### src/rtl/fifo_uart_tx.sv
// 8N1 serial transmitter fed from a FIFO read port with one-cycle registered read latency.
// Issues one read per frame; the bit period is latched per frame from baud_div.
//
// state | meaning
// IDLE  | line idle, waiting for enable and a non-empty FIFO
// REQ   | one-cycle FIFO read request
// WAIT  | FIFO output registered; load the byte or give up if it is not valid
// START | start bit
// DATA  | data bits, LSB first
// STOP  | stop bit; frame_done on its last cycle
module fifo_uart_tx #(
  parameter int fbits    = 8,
  parameter int div_bits = 16
) (
  input  logic                clk,
  input  logic                clr,
  input  logic [div_bits-1:0] baud_div,
  input  logic                enable,
  input  logic                fifo_empty,
  input  logic [fbits-1:0]    fifo_data,
  input  logic                fifo_data_valid,
  output logic                fifo_rd,
  output logic                txd,
  output logic                busy,
  output logic                frame_done
);

  localparam int IDX_W = (fbits > 1) ? $clog2(fbits) : 1;
  localparam logic [IDX_W-1:0] LAST_IDX = IDX_W'(fbits - 1);

  localparam logic [2:0] S_IDLE  = 3'd0;
  localparam logic [2:0] S_REQ   = 3'd1;
  localparam logic [2:0] S_WAIT  = 3'd2;
  localparam logic [2:0] S_START = 3'd3;
  localparam logic [2:0] S_DATA  = 3'd4;
  localparam logic [2:0] S_STOP  = 3'd5;

  logic [2:0]          state_q, state_d;
  logic                txd_q, txd_d;
  logic                frame_done_q, frame_done_d;
  logic [div_bits-1:0] timer_q, timer_d;
  logic [div_bits-1:0] div_q, div_d;
  logic [IDX_W-1:0]    idx_q, idx_d;
  logic [fbits-1:0]    shift_q, shift_d;
  logic                tc;

  assign tc = (timer_q == div_q);

  always_comb begin
    state_d = state_q;
    txd_d   = txd_q;
    timer_d = timer_q;
    div_d   = div_q;
    idx_d   = idx_q;
    shift_d = shift_q;
    case (state_q)
      S_IDLE: begin
        txd_d = 1'b1;
        if (enable && !fifo_empty) state_d = S_REQ;
      end
      S_REQ: state_d = S_WAIT;
      S_WAIT: begin
        if (fifo_data_valid) begin
          shift_d = fifo_data;
          div_d   = baud_div;
          timer_d = '0;
          txd_d   = 1'b0;
          state_d = S_START;
        end else begin
          state_d = S_IDLE;
        end
      end
      S_START: begin
        if (tc) begin
          timer_d = '0;
          txd_d   = shift_q[0];
          idx_d   = '0;
          state_d = S_DATA;
        end else begin
          timer_d = timer_q + 1'b1;
        end
      end
      S_DATA: begin
        if (tc) begin
          timer_d = '0;
          shift_d = shift_q >> 1;
          idx_d   = idx_q + 1'b1;
          if (idx_q == LAST_IDX) begin
            txd_d   = 1'b1;
            state_d = S_STOP;
          end else begin
            txd_d = shift_d[0];
          end
        end else begin
          timer_d = timer_q + 1'b1;
        end
      end
      S_STOP: begin
        if (tc) begin
          timer_d = '0;
          state_d = (enable && !fifo_empty) ? S_REQ : S_IDLE;
        end else begin
          timer_d = timer_q + 1'b1;
        end
      end
      default: begin
        txd_d   = 1'b1;
        state_d = S_IDLE;
      end
    endcase
    // Registered pulse: high during the STOP cycle whose timer sits at terminal count.
    frame_done_d = (state_d == S_STOP) && (timer_d == div_d);
  end

  always_ff @(posedge clk) begin
    if (clr) begin
      state_q      <= S_IDLE;
      txd_q        <= 1'b1;
      frame_done_q <= 1'b0;
      timer_q      <= '0;
      div_q        <= '0;
      idx_q        <= '0;
      shift_q      <= '0;
    end else begin
      state_q      <= state_d;
      txd_q        <= txd_d;
      frame_done_q <= frame_done_d;
      timer_q      <= timer_d;
      div_q        <= div_d;
      idx_q        <= idx_d;
      shift_q      <= shift_d;
    end
  end

  assign fifo_rd    = (state_q == S_REQ);
  assign busy       = (state_q != S_IDLE);
  assign txd        = txd_q;
  assign frame_done = frame_done_q;

endmodule

### config.mk
export PLATFORM = sky130hd
export DESIGN_NAME = fifo_uart_tx
export DESIGN_NICKNAME = d
export VERILOG_FILES = /design/src/rtl/fifo_uart_tx.sv
export SDC_FILE = /design/constraint.sdc
export NUM_CORES = 1
export LEC_CHECK = 0
export BUFFER_PORTS_ARGS = -buffer_cell sky130_fd_sc_hd__clkbuf_2
export CELL_PAD_IN_SITES_DETAIL_PLACEMENT = 2
export CELL_PAD_IN_SITES_GLOBAL_PLACEMENT = 2
export CORE_UTILIZATION = 32
export DETAILED_ROUTE_END_ITERATION = 8
export GPL_TIMING_DRIVEN = 0
export PLACE_DENSITY = 0.73
export SETUP_SLACK_MARGIN = 0.5
export SLEW_MARGIN = 20
export SYNTH_ARGS = -nofsm -noshare
export SYNTH_HDL_FRONTEND = slang
export SYNTH_SLANG_ARGS = --single-unit
### constraint.sdc
create_clock -name clk -period 2.9 [get_ports clk]
set_input_delay 0.725 -clock clk [delete_from_list [all_inputs] [get_ports clk]]
set_output_delay 0.725 -clock clk [all_outputs]
set_load 0.03 [all_outputs]
==> results of run 1 <==
## what timing repair did
item	CTS	global route
gates cloned	1	0
buffers inserted	9	9
hold buffers	0	0
endpoints found under the setup margin	18	12
pin swaps	10	17
gates resized for setup	22	17
## metal layers
layer	vias to the layer above	wire length, µm	global-route usage, %
li1	1365	-	-
met1	1448	4750	27.8
met2	60	5190	39.3
met3	15	354	2.52
met4	0	192	4.66
met5	-	0	0
## worst min path at each step
stage                            start                 endpoint  slack, ns  depth (start not counted)
6_report              txd$_SDFFE_PP1P_         txd$_SDFFE_PP1P_       0.47                          1
5_1_grt               txd$_SDFFE_PP1P_         txd$_SDFFE_PP1P_       0.50                          1
4_1_cts               txd$_SDFFE_PP1P_         txd$_SDFFE_PP1P_       0.48                          1
3_5_place_dp          txd$_SDFFE_PP1P_         txd$_SDFFE_PP1P_       0.46                          1
3_3_place_gp          txd$_SDFFE_PP1P_         txd$_SDFFE_PP1P_       0.45                          1
2_1_floorplan  shift_q[7]$_SDFFE_PP0P_  shift_q[7]$_SDFFE_PP0P_       0.45                          2
## power groups by stage
stage | clock network, mW | logic (mW) | registers (mW)
2_1_floorplan | 0 | 0.160 | 0.699
3_3_place_gp | 0 | 0.247 | 0.698
3_5_place_dp | 0 | 0.253 | 0.699
4_1_cts | 0.414 | 0.291 | 0.682
5_1_grt | 0.437 | 0.349 | 0.685
6_report | 0.400 | 0.325 | 0.683
## cells by family (layout without fill, tap and decap cells)
logic type / count (synthesis) / after routing
fa+ha+maj: 3 / 3
flops: 48 / 48
buf+inv: 27 / 84
compound gates: 72 / 72
simple gates: 156 / 156
mux: 18 / 18
xor+xnor: 26 / 26
## area by class of cell
type / instances / area share, %
clock inverter: 1 / 0.139
multi-input combinational: 275 / 54.2
tap: 108 / 3.75
sequential: 48 / 26.9
timing repair buffer: 50 / 8.36
clock buffer: 6 / 2.01
buffer: 24 / 4.37
inverter: 3 / 0.312
## metrics by stage
step           setup slack (ns)  cell area, µm²  instances  TNS [ns]
6_report                -0.0231            3610        515   -0.0231
5_1_grt                  -0.109            3610        515    -0.109
4_1_cts                 -0.0331            3470        506   -0.0331
3_5_place_dp             -0.559            3230        489    -0.559
3_3_place_gp             -0.535            3230        489    -0.535
2_1_floorplan             0.146            2940        350         0
## sequential cells by signal, indices dropped and copies added (netlist names)
register    cells
div_q          16
frame_done      1
idx_q           3
shift_q         8
state_q         3
timer_q        16
txd             1
## layout by cell type, fill, tap and decap left out, types with 7 or more instances in the layout
master / instances
a311oi_1: 7
xnor2_1: 8
mux2i_1: 15
buf_4: 21
clkbuf_1: 9
nor2_1: 50
clkbuf_2: 33
dfxtp_1: 45
nand2_1: 32
a21oi_1: 16
and2_1: 10
o21ai_0: 8
xor2_1: 16
==> run metrics, run 1 <==
clock root buffer clkbuf_8; worst path required time between 3 and 4 ns; final setup violation count 1; Worst EP arrival 3.14 ns; drt total wl roughly 10000 µm; XOR/XNOR share of the synthesized area about 8.0%; power consumption roughly 1.4 mW; sw power about 0.43 mW; complex-gate fraction of the synthesized area between 15 and 20%; top-count cell post-synth nor2_1; die span in y slightly below 100 µm; clk sinks 48; # H-tree levels 2; Starting DRT DRC Count 80; synth cell count leaders nor2_1 (52), dfxtp_1 (48), nand2_1 (32); I/O pins 33; largest net degree at the start of global routing 14; Skew-Pair Late Insertion Delay around 0.3 ns; main combinational cell family by area after synthesis simple AND/OR/NAND/NOR gates; Post-layout nets 439; slowest CP cell or4b_4; post-synthesis adder-cell area fraction 1.28%; Internal between 0.9 and 1 mW; # DRC 0; crit end category flop; R2R Path Start state_q[1]$_SDFF_PP0_; Synth Area per Inst roughly 8.4 µm²; Startpoint Class input pin; top post-synthesis cells by area dfxtp_1 (33%), nor2_1 (6.7%), mux2i_1 (5.8%); Top Family by Delay on Critical Path simple AND/OR/NAND/NOR gates; CTS clock-pin slew for the worst setup and hold paths roughly 0.09 ns; sequential power share just under 50%; Worst Hold Class flop to flop; share of layout cells above drive strength 1 27.3%; cell type with the largest total area after synthesis dfxtp_1; sequential cell area approximately 970 µm²; crit path cell chain clkbuf_2 -> nor4bb_2 -> buf_4 -> mux2i_2 -> a22oi_1 -> nor2_1 -> a2111oi_4 -> o211ai_1 -> or4b_4 -> nor4_4; Die W roughly 98 µm; DR vias/cell 5.61; Antenna Nets Post-Route 0; first-pass GRT wire length approximately 16000 µm; GRT Total Usage a little over a fifth; Wirelength per Cell 20.4 µm; CTS tree yes; initial core utilization about 33%; Lkg Pwr between 1 and 1.5 nW; max-slew violations 0; first drt pass iteration count 4; failing checks setup timing; Clock Path Buffers 2; synthesized area about 3000 µm²; RSZ-0062 raised after global routing true; cell row count 34; cell count after synthesis 350; multi-input logic area 1950 µm²; Final Hold Viols 0; critical path buffer and inverter count 2; post-synthesis async set-or-reset flop share 0%; outcome finished with violations; Antenna Diode Count 0; sw frac roughly 30%; f_max 0.342 GHz; Slew @ Worst Pin roughly 0.77 ns; register bit total from synthesis 48; vias in the first global route between 2000 and 3000; cells on worst reg2reg path 9; min Tclk post-route roughly 3 ns; max-cap viol count 0; CTS Buf Count 5; post-DP HPWL about 7400 µm; Synth Warn # 0; clk_skew roughly 0.0064 ns; crit path kind input pin to flop; Synth cell types about 60; slowest stage delay, CP between 0.5 and 0.6 ns; fillcell total about 1000; post-synthesis sequential area ratio 32.8%; top_reg_cell synth dfxtp_1; IO buf count 31; r2r endpoint frame_done$_SDFF_PP0_; Post-synth EDFFs 0; Cell Pwr Density approximately 390 nW/µm²; area grow syn2layout 23.2%; Clk network pwr share between 20 and 30%; VDD IR max around 190 µV; Final GP Congestion 0.771; Max FO, Critical Path 6; Synth top area share between 30% and 40%; vias after detailed routing about 2900; DIE AREA ~9500 µm²; final core utilization approximately two fifths; total grt overflow 0; Final WS setup -0.0231 ns; CP startpoint fifo_data_valid; initial antenna violation count 0; core area approximately 9000 µm²; Hold WS ~0.47 ns; post-synth net total between 300 and 400; R2R Setup Slk 0 ns; multiplexer share of the synthesized area approximately 6.2%; Worst path depth 10; Slew HR between 40 and 50%; Tcrit/Tclk final 101%; Comb pwr share between 20% and 30%; Synth Area in Simple Gates between 20% and 30%; worst setup path end frame_done$_SDFF_PP0_
No activity file was read; power rests on OpenSTA's default activity.
==> run 2, diff against run 1 <==
==> constraint.sdc (replaced) <==
create_clock -name clk -period 2.57 [get_ports clk]
set_input_delay 0.6425 -clock clk [delete_from_list [all_inputs] [get_ports clk]]
set_output_delay 0.6425 -clock clk [all_outputs]
set_load 0.03 [all_outputs]
==> run 2 against run 1 <==
The run ends with DRC, setup timing left. First-iteration DRC count grew to 2.5 times the previous value. Via count grew 7.9%. Non-clock buffer count increased by 24. Sequential power is 13% higher. Largest cell class unchanged.
==> run metrics, run 2 (synthesis gave the netlist of run 1 again) <==
outcome finished with violations; failing checks DRC, setup timing; drt total wl ~13000 µm; CTS tree yes; crit path kind flop to flop; Worst Hold Class flop to flop; sw power ~0.59 mW; Clock Path Buffers 2; Final WS setup -0.370 ns; multi-input logic area 2280 µm²; first-pass GRT wire length 18100 µm; Skew-Pair Late Insertion Delay between 0.3 and 0.4 ns; vias in the first global route around 3300; setup_tns -0.408 ns; cell row count 34; VDD IR max 189 µV; clock root buffer clkbuf_8; Antenna Diode Count 0; Antenna Nets Post-Route 0; Clk network pwr share 29.8%; # DRC 3; core area between 8000 and 9000 µm²; # H-tree levels 2; Final GP Congestion ~0.75; DR vias/cell approximately 5.8; CTS Buf Count 5; clk sinks 48; Slew @ Worst Pin between 0.7 and 0.8 ns; Startpoint Class flop; Worst EP arrival about 3.2 ns; DIE AREA ~9500 µm²; sw frac a little under a third; Cell Pwr Density ~450 nW/µm²; max-slew violations 0; CTS clock-pin slew for the worst setup and hold paths 0.10 ns; vias after detailed routing around 3100; sequential cell area just under 1000 µm²; largest net degree at the start of global routing 15; Tcrit/Tclk final 114%; Comb pwr share between 30% and 40%; Lkg Pwr between 1.5 and 2 nW; final setup violation count 2; f_max between 0.3 and 0.4 GHz; initial core utilization 33.2%; Inst Count DP 489; Starting DRT DRC Count 200; post-DP HPWL 6970 µm; Die W 97.7 µm; Post-layout nets approximately 460; Largest regs div_q (16), timer_q (16), shift_q (8); RSZ-0062 raised after global routing true; area grow syn2layout 46.5%; first drt pass iteration count 7; commonest non-fill, non-tap cell in the layout nor2_1; Finished Layout Cells 540; share of layout cells above drive strength 1 46.1%; Internal 1.35 mW; commonest cells after routing, fill and taps aside nor2_1 (41), buf_4 (35), nand2_1 (32), dfxtp_1 (32), clkbuf_2 (30); I/O pins 33; crit end category flop; die span in y a little under 100 µm; fillcell total approximately 940; GRT Total Usage between 20 and 25%; total grt overflow 0; final core utilization 48.7%; initial antenna violation count 0; Slew HR ~48%; clk_skew 0.00633 ns; Max FO, Critical Path 8; max-cap viol count 0; R2R Setup Slk -0.37 ns; Final Hold Viols 0; worst path required time 2.81 ns; min Tclk post-route slightly below 3 ns; IO buf count 31; Wirelength per Cell 24.6 µm; sequential power share between 30% and 40%; power consumption 1.94 mW
## run 2: timing repair
item | 4_1_cts | 5_1_grt
setup endpoints to repair | 29 | 31
cloned | 0 | 0
buffers inserted | 28 | 15
pin swaps | 21 | 20
gates resized for setup | 61 | 80
hold buffers | 0 | 0
## run 2: path summary, 6_finish.rpt
check	endpoint	from	cells past startpoint
max	frame_done$_SDFF_PP0_	timer_q[4]$_SDFF_PP0_	12
min	txd$_SDFFE_PP1P_	txd$_SDFFE_PP1P_	1
max reg2reg	frame_done$_SDFF_PP0_	timer_q[4]$_SDFF_PP0_	12
min reg2reg	txd$_SDFFE_PP1P_	txd$_SDFFE_PP1P_	1
## run 2: layer usage
layer | vias to the layer above | global-route usage [%] | routed length [µm]
li1 | 1396 | - | -
met1 | 1600 | 31.4 | 5640
met2 | 92 | 43.6 | 6740
met3 | 29 | 2.59 | 517
met4 | 0 | 7.11 | 397
met5 | - | 0 | 0
## run 2: per-stage QoR
| step | instance area [µm²] | hold slack, ns | worst slack (ns) |
|---|---|---|---|
| 5_1_grt | 4290 | 0.507 | -0.452 |
| 6_report | 4290 | 0.487 | -0.370 |
| 3_5_place_dp | 3270 | 0.467 | -0.755 |
| 4_1_cts | 3870 | 0.488 | -0.299 |
| 2_1_floorplan | 2980 | 0.450 | -0.102 |
| 3_3_place_gp | 3270 | 0.445 | -0.760 |
## run 2: final cells by class
class                      instances  share of cell area (%)
buffer                            24                    5.08
inverter                           3                   0.263
multi-input combinational        275                    53.2
tap                              108                    3.15
clock buffer                       6                    1.69
sequential                        48                    23.1
timing repair buffer              74                    12.7
clock inverter                     2                   0.817
## run 2: power groups by stage
stage	Sequential (mW)	Combinational, mW	Clock, mW
floorplan	0.789	0.184	0
global placement	0.787	0.283	0
detailed placement	0.788	0.286	0
CTS	0.771	0.428	0.582
global route	0.776	0.614	0.615
finish	0.774	0.588	0.577
## run 2: worst max-delay path, stage by stage (launching register included)
cell	delay, ns
dfxtp_1	0.36
buf_4	0.19
nand4_1	0.17
buf_4	0.19
or2_4	0.25
clkbuf_8	0.14
buf_4	0.14
xnor2_1	0.15
a22o_1	0.27
nand2_1	0.07
o211ai_1	0.12
or4b_4	0.54
nor4_2	0.26
